## src/rtl/ahblite_slave_mux.sv

```systemverilog
// ahblite_slave_mux: AHB-Lite data-phase response mux for six slaves plus default ERROR slave (HCLK/HRESETn, P*_HSEL/HREADYOUT/HRESP/HRDATA in, HREADYOUT/HRESP/HRDATA out)
module ahblite_slave_mux #(
  parameter logic [5:0]  PORT_EN       = 6'b111111,
  parameter logic [31:0] DEFAULT_RDATA = 32'h0000_0000
) (
  input  logic        HCLK,
  input  logic        HRESETn,
  input  logic        HREADY,
  input  logic [1:0]  HTRANS,
  input  logic        P0_HSEL,
  input  logic        P1_HSEL,
  input  logic        P2_HSEL,
  input  logic        P3_HSEL,
  input  logic        P4_HSEL,
  input  logic        P5_HSEL,
  input  logic        P0_HREADYOUT,
  input  logic        P1_HREADYOUT,
  input  logic        P2_HREADYOUT,
  input  logic        P3_HREADYOUT,
  input  logic        P4_HREADYOUT,
  input  logic        P5_HREADYOUT,
  input  logic        P0_HRESP,
  input  logic        P1_HRESP,
  input  logic        P2_HRESP,
  input  logic        P3_HRESP,
  input  logic        P4_HRESP,
  input  logic        P5_HRESP,
  input  logic [31:0] P0_HRDATA,
  input  logic [31:0] P1_HRDATA,
  input  logic [31:0] P2_HRDATA,
  input  logic [31:0] P3_HRDATA,
  input  logic [31:0] P4_HRDATA,
  input  logic [31:0] P5_HRDATA,
  output logic        HREADYOUT,
  output logic        HRESP,
  output logic [31:0] HRDATA
);
  typedef enum logic [1:0] {DS_IDLE, DS_ERR1, DS_ERR2} ds_e;
  ds_e              ds_q, ds_d;
  logic [5:0]       sel_q, sel_d, hsel, pick, ready, resp;
  logic [5:0][31:0] rdata;
  logic             def_sel, mux_ready, mux_resp;
  logic [31:0]      mux_rdata;
  assign hsel  = {P5_HSEL, P4_HSEL, P3_HSEL, P2_HSEL, P1_HSEL, P0_HSEL} & PORT_EN;
  assign ready = {P5_HREADYOUT, P4_HREADYOUT, P3_HREADYOUT, P2_HREADYOUT, P1_HREADYOUT, P0_HREADYOUT};
  assign resp  = {P5_HRESP, P4_HRESP, P3_HRESP, P2_HRESP, P1_HRESP, P0_HRESP};
  assign rdata = {P5_HRDATA, P4_HRDATA, P3_HRDATA, P2_HRDATA, P1_HRDATA, P0_HRDATA};
  assign pick  = hsel & (~hsel + 6'd1);
  always_comb begin
    def_sel = ~|hsel & (HTRANS inside {2'b10, 2'b11});
    sel_d   = HREADY ? pick : sel_q;
    ds_d    = ds_q == DS_ERR1 ? DS_ERR2 : (HREADY && def_sel) ? DS_ERR1 : DS_IDLE;
  end
  always_comb begin
    mux_ready = 1'b1;
    mux_resp  = 1'b0;
    mux_rdata = DEFAULT_RDATA;
    for (int i = 0; i < 6; i++) begin
      mux_ready = sel_q[i] ? ready[i] : mux_ready;
      mux_resp  = sel_q[i] ? resp[i]  : mux_resp;
      mux_rdata = sel_q[i] ? rdata[i] : mux_rdata;
    end
  end
  assign HREADYOUT = ds_q == DS_ERR1 ? 1'b0 : ds_q == DS_ERR2 ? 1'b1 : mux_ready;
  assign HRESP     = ds_q != DS_IDLE ? 1'b1 : mux_resp;
  assign HRDATA    = ds_q != DS_IDLE ? DEFAULT_RDATA : mux_rdata;
  always_ff @(posedge HCLK or negedge HRESETn)
    if (!HRESETn) begin
      sel_q <= '0;
      ds_q  <= DS_IDLE;
    end else begin
      sel_q <= sel_d;
      ds_q  <= ds_d;
    end
endmodule

```

## config.mk

```make
export PLATFORM = sky130hd
export DESIGN_NAME = ahblite_slave_mux
export DESIGN_NICKNAME = d
export VERILOG_FILES = /design/src/rtl/ahblite_slave_mux.sv
export SDC_FILE = /design/constraint.sdc
export NUM_CORES = 1
export LEC_CHECK = 0
export CAP_MARGIN = 20
export CORE_AREA = 2 2 98 100
export DETAILED_ROUTE_END_ITERATION = 10
export DIE_AREA = 0 0 100 102
export PLACE_DENSITY = 0.74
export SLEW_MARGIN = 10
export SYNTH_ARGS = -nofsm -noshare
export SYNTH_HDL_FRONTEND = slang
export SYNTH_SLANG_ARGS = --single-unit
```

## constraint.sdc

```tcl
create_clock -name HCLK -period 1.6 [get_ports HCLK]
set_input_delay 0.32 -clock HCLK [delete_from_list [all_inputs] [get_ports HCLK]]
set_output_delay 0.32 -clock HCLK [all_outputs]
set_load 0.03 [all_outputs]
```

==> impl_metrics.py <==
metrics = {
    "clocking": {
        "cts_tree": "yes",
        "clk_pin_slew_ns": 0.04,
        "htreeDepth": 1,
        "clock-sinks": 8,
        "cts_inserted_buffers": 3,
        "clk_path_buf_depth": 2,
        "clock_latency_ns": 0.23,
        "cts_root_buf": "clkbuf_8",
    },
    "synth": {
        "synth_seq_cells": 8,
        "synth_warnings": 0,
        "yosysSeqAreaShare_pct": 9.598,
        "synth_cells": 314,
        "syn_avg_cell_area_um2": 6.643,
        "synth_area_mm2": 0.002086,
        "synth_nets": 529,
        "synth_cell_type_count": 36,
    },
    "floorplan": {
        "fp.coreArea_mm2": 0.009109,
        "ios": 249,
        "die_area_mm2": 0.01020,
        "initial_core_util_pct": 22.90,
        "die_width_um": 100,
        "num_rows": 35,
        "die-height_um": 102,
    },
    "cells_and_area": {
        "fin_area_mm2": 0.005707,
        "utilization_pct": 62.65,
        "nets": 791,
        "drive_gt1_share_pct": 28.87,
        "fin_cells": 686,
        "area_growth_pct": 173.6,
        "diodes": 0,
    },
    "detailed_routing": {
        "vias_per_cell": 5.370,
        "vias": 3684,
        "initialDrtViolationCount": 106,
        "antenna_left": 0,
        "drc": 0,
        "firstDrtPassIters": 4,
        "avgRoutedWirePerCell_um": 18.97,
        "finalWirelength_um": 13020,
    },
    "timing": {
        "slew_headroom_pct": 68.47,
        "tightestPinTransition_ns": 0.4721,
        "final.setup.tns_ns": -15.50,
        "drv_slew": 0,
        "fin_skew_ns": 0.00006074,
        "fmax_ghz": 0.4761,
        "fin_crit_sh_pct": 131.3,
        "finalCriticalPeriod_ns": 2.101,
        "setup_violations": 34,
        "worst_slack_ns": -0.5006,
        "hold_violations": 0,
        "grt_setup_unrepaired": "yes",
    },
    "place": {
        "place.port_buffers": 247,
        "place_ws_ns": -0.4344,
        "gp_congestion": 0.8404,
        "placed_cells": 680,
        "hpwl_um": 10320,
        "placed_cell_area_mm2": 0.005470,
    },
    "power": {
        "switching_share_pct": 39.60,
        "internal_power_mw": 1.685,
        "p_switching_mw": 1.104,
        "power_frac_clock_pct": 9.2,
        "p_leak_nw": 2.066,
        "pwr-share-seq_pct": 7.8,
        "p_per_area_mw_per_mm2": 488.8,
        "combinationalPowerShare_pct": 83.0,
        "vdd_drop_max_uv": 243.2,
    },
    "global_route": {
        "overflow": 0,
        "grt_antenna_before_repair": 1,
        "grt_first_pass_wirelength_um": 19190,
        "grt_use_total_pct": 23.61,
        "grt_max_degree": 37,
        "grt_pass1_vias": 3939,
    },
    "critical_path": {
        "path_cells": "or2_4 > buf_12 > a221o_1 > a21oi_2 > o31ai_4 > buf_12",
        "cp_slowest_cell": "dfrtp_2",
        "timing.critical_path.mode_cell": "buf_12",
        "path_buf_inv": 2,
        "endpoint_kind": "primary output",
        "required_ns": 1.28,
        "critPathMaxStageDelay_ns": 0.40,
        "critical_path.top_delay_family": "compound AO/OA/AOI/OAI gates",
        "critPathLaunchType": "flip-flop",
        "arrival_ns": 1.78,
        "crit_fanout": 18,
        "worstSetupPathType": "flip-flop to primary output",
    },
    "min_path": {
        "hold_path.class": "input pin to async pin",
    },
    "status": {
        "status": "complete, but fails checks",
        "failed_checks": "setup timing",
    },
    "job": {
        "maxCapViolations": 0,
    },
}
## layout make-up
| cell class | instances | area [µm²] |
|---|---|---|
| Clock buffer | 4 | 45.04 |
| Fill cell | 806 | 3402 |
| Inverter | 9 | 33.78 |
| Multi-Input combinational cell | 261 | 2283 |
| Sequential cell | 8 | 202.7 |
| Tap cell | 111 | 138.9 |
| Timing Repair Buffer | 293 | 3003 |
## cells in the mapped netlist
cell	count	area, µm²
inv_2	1	3.750
o22ai_1	33	206.5
nand2b_1	1	6.260
inv_1	8	30.03
nand3_1	4	20.02
nor2b_2	1	8.760
nor4_1	1	6.260
buf_2	9	45.04
o31ai_1	31	232.7
a21oi_1	34	170.2
nor2b_1	1	6.260
nand2_1	68	255.2
nand3b_1	3	22.52
a22o_1	1	8.760
a221oi_2	1	15.01
a2111oi_0	1	8.760
or4_1	1	7.510
or2_1	1	6.260
nor3_2	1	10.01
a221oi_1	2	17.52
nor2_1	2	7.510
o32ai_1	1	8.760
dfrtp_1	8	200.2
buf_4	5	37.54
nor3_1	1	5.000
o21ai_1	1	5.000
mux2_2	1	11.26
clkbuf_1	17	63.81
o21a_1	31	232.7
buf_6	5	56.30
nor4b_1	1	8.760
a221o_1	31	310.3
o21ai_0	4	20.02
o41ai_2	1	16.27
or3_1	1	6.260
o221ai_1	1	8.760
## repair_timing
item | in CTS | in global routing
pin swaps | 2 | 1
hold buffers | 0 | 0
setup endpoints to repair | 34 | 34
buffers inserted | 1 | 1
endpoints found under the hold margin | 0 | 0
resized for setup | 23 | 22
## registers in the layout, summed over array words and instances, names as in the netlist
| signal | count |
|---|---|
| sel_q | 6 |
| ds_q | 2 |
## routing by layer
metal  GRT usage, %  up-vias  share of wire [%]
met1          24.58     1722                 37
met2          46.31      181                 52
met5              0        -              0.077
met4          8.430        2                2.2
li1               -     1756                  -
met3          5.335       23                8.4
## metrics by stage
stage                     power, mW  hold slack [ns]
after floorplan               1.400          0.02441
after global placement        2.368           0.5845
after detailed placement      2.393           0.6006
after CTS                     2.741           0.3729
after global routing          2.916           0.3937
final                         2.789           0.3672
## worst paths after layout
check / startpoint / end / slack [ns] / depth (start not counted)
setup / recovery: sel_q[4] / HRDATA[10] / -0.50 / 6
hold / removal: HRESETn / sel_q[0] / 0.37 / 1
setup reg to reg: ds_q[0] / ds_q[0] / 0.55 / 3
hold reg to reg: sel_q[0] / sel_q[0] / 0.60 / 2
max in group asynchronous: HRESETn / sel_q[2] / 0.95 / 1
min in group HCLK: sel_q[0] / sel_q[0] / 0.60 / 2
## logic make-up after synthesis
logic type | count (synthesis) | share of synthesized area [%]
flops | 8 | 9.598
compound gates | 173 | 60.47
simple gates | 87 | 18.06
buf+inv | 45 | 11.34
mux | 1 | 0.5399
## power groups by stage
| stage | logic, mW | clock network, mW | registers [mW] |
|---|---|---|---|
| after global placement | 2.15 | 0 | 0.221 |
| after detailed placement | 2.17 | 0 | 0.221 |
| after CTS | 2.25 | 0.268 | 0.219 |
| after floorplan | 1.18 | 0 | 0.220 |
| final | 2.31 | 0.257 | 0.219 |
| after global routing | 2.42 | 0.271 | 0.220 |
## layout by cell type (no fill, tap or decap), drive strengths merged, types with 2 or more instances in the layout
cell           count
buf               80
a21oi             34
a221oi             3
nand3              4
clkdlybuf4s50    213
o21a              31
o22ai             33
nor3               2
nor2b              2
o21ai              5
o31ai             31
a221o             31
inv                9
nand3b             3
nand2             68
nor2               2
clkbuf             4
dfrtp              8
No activity file was read; power rests on OpenSTA's default activity.
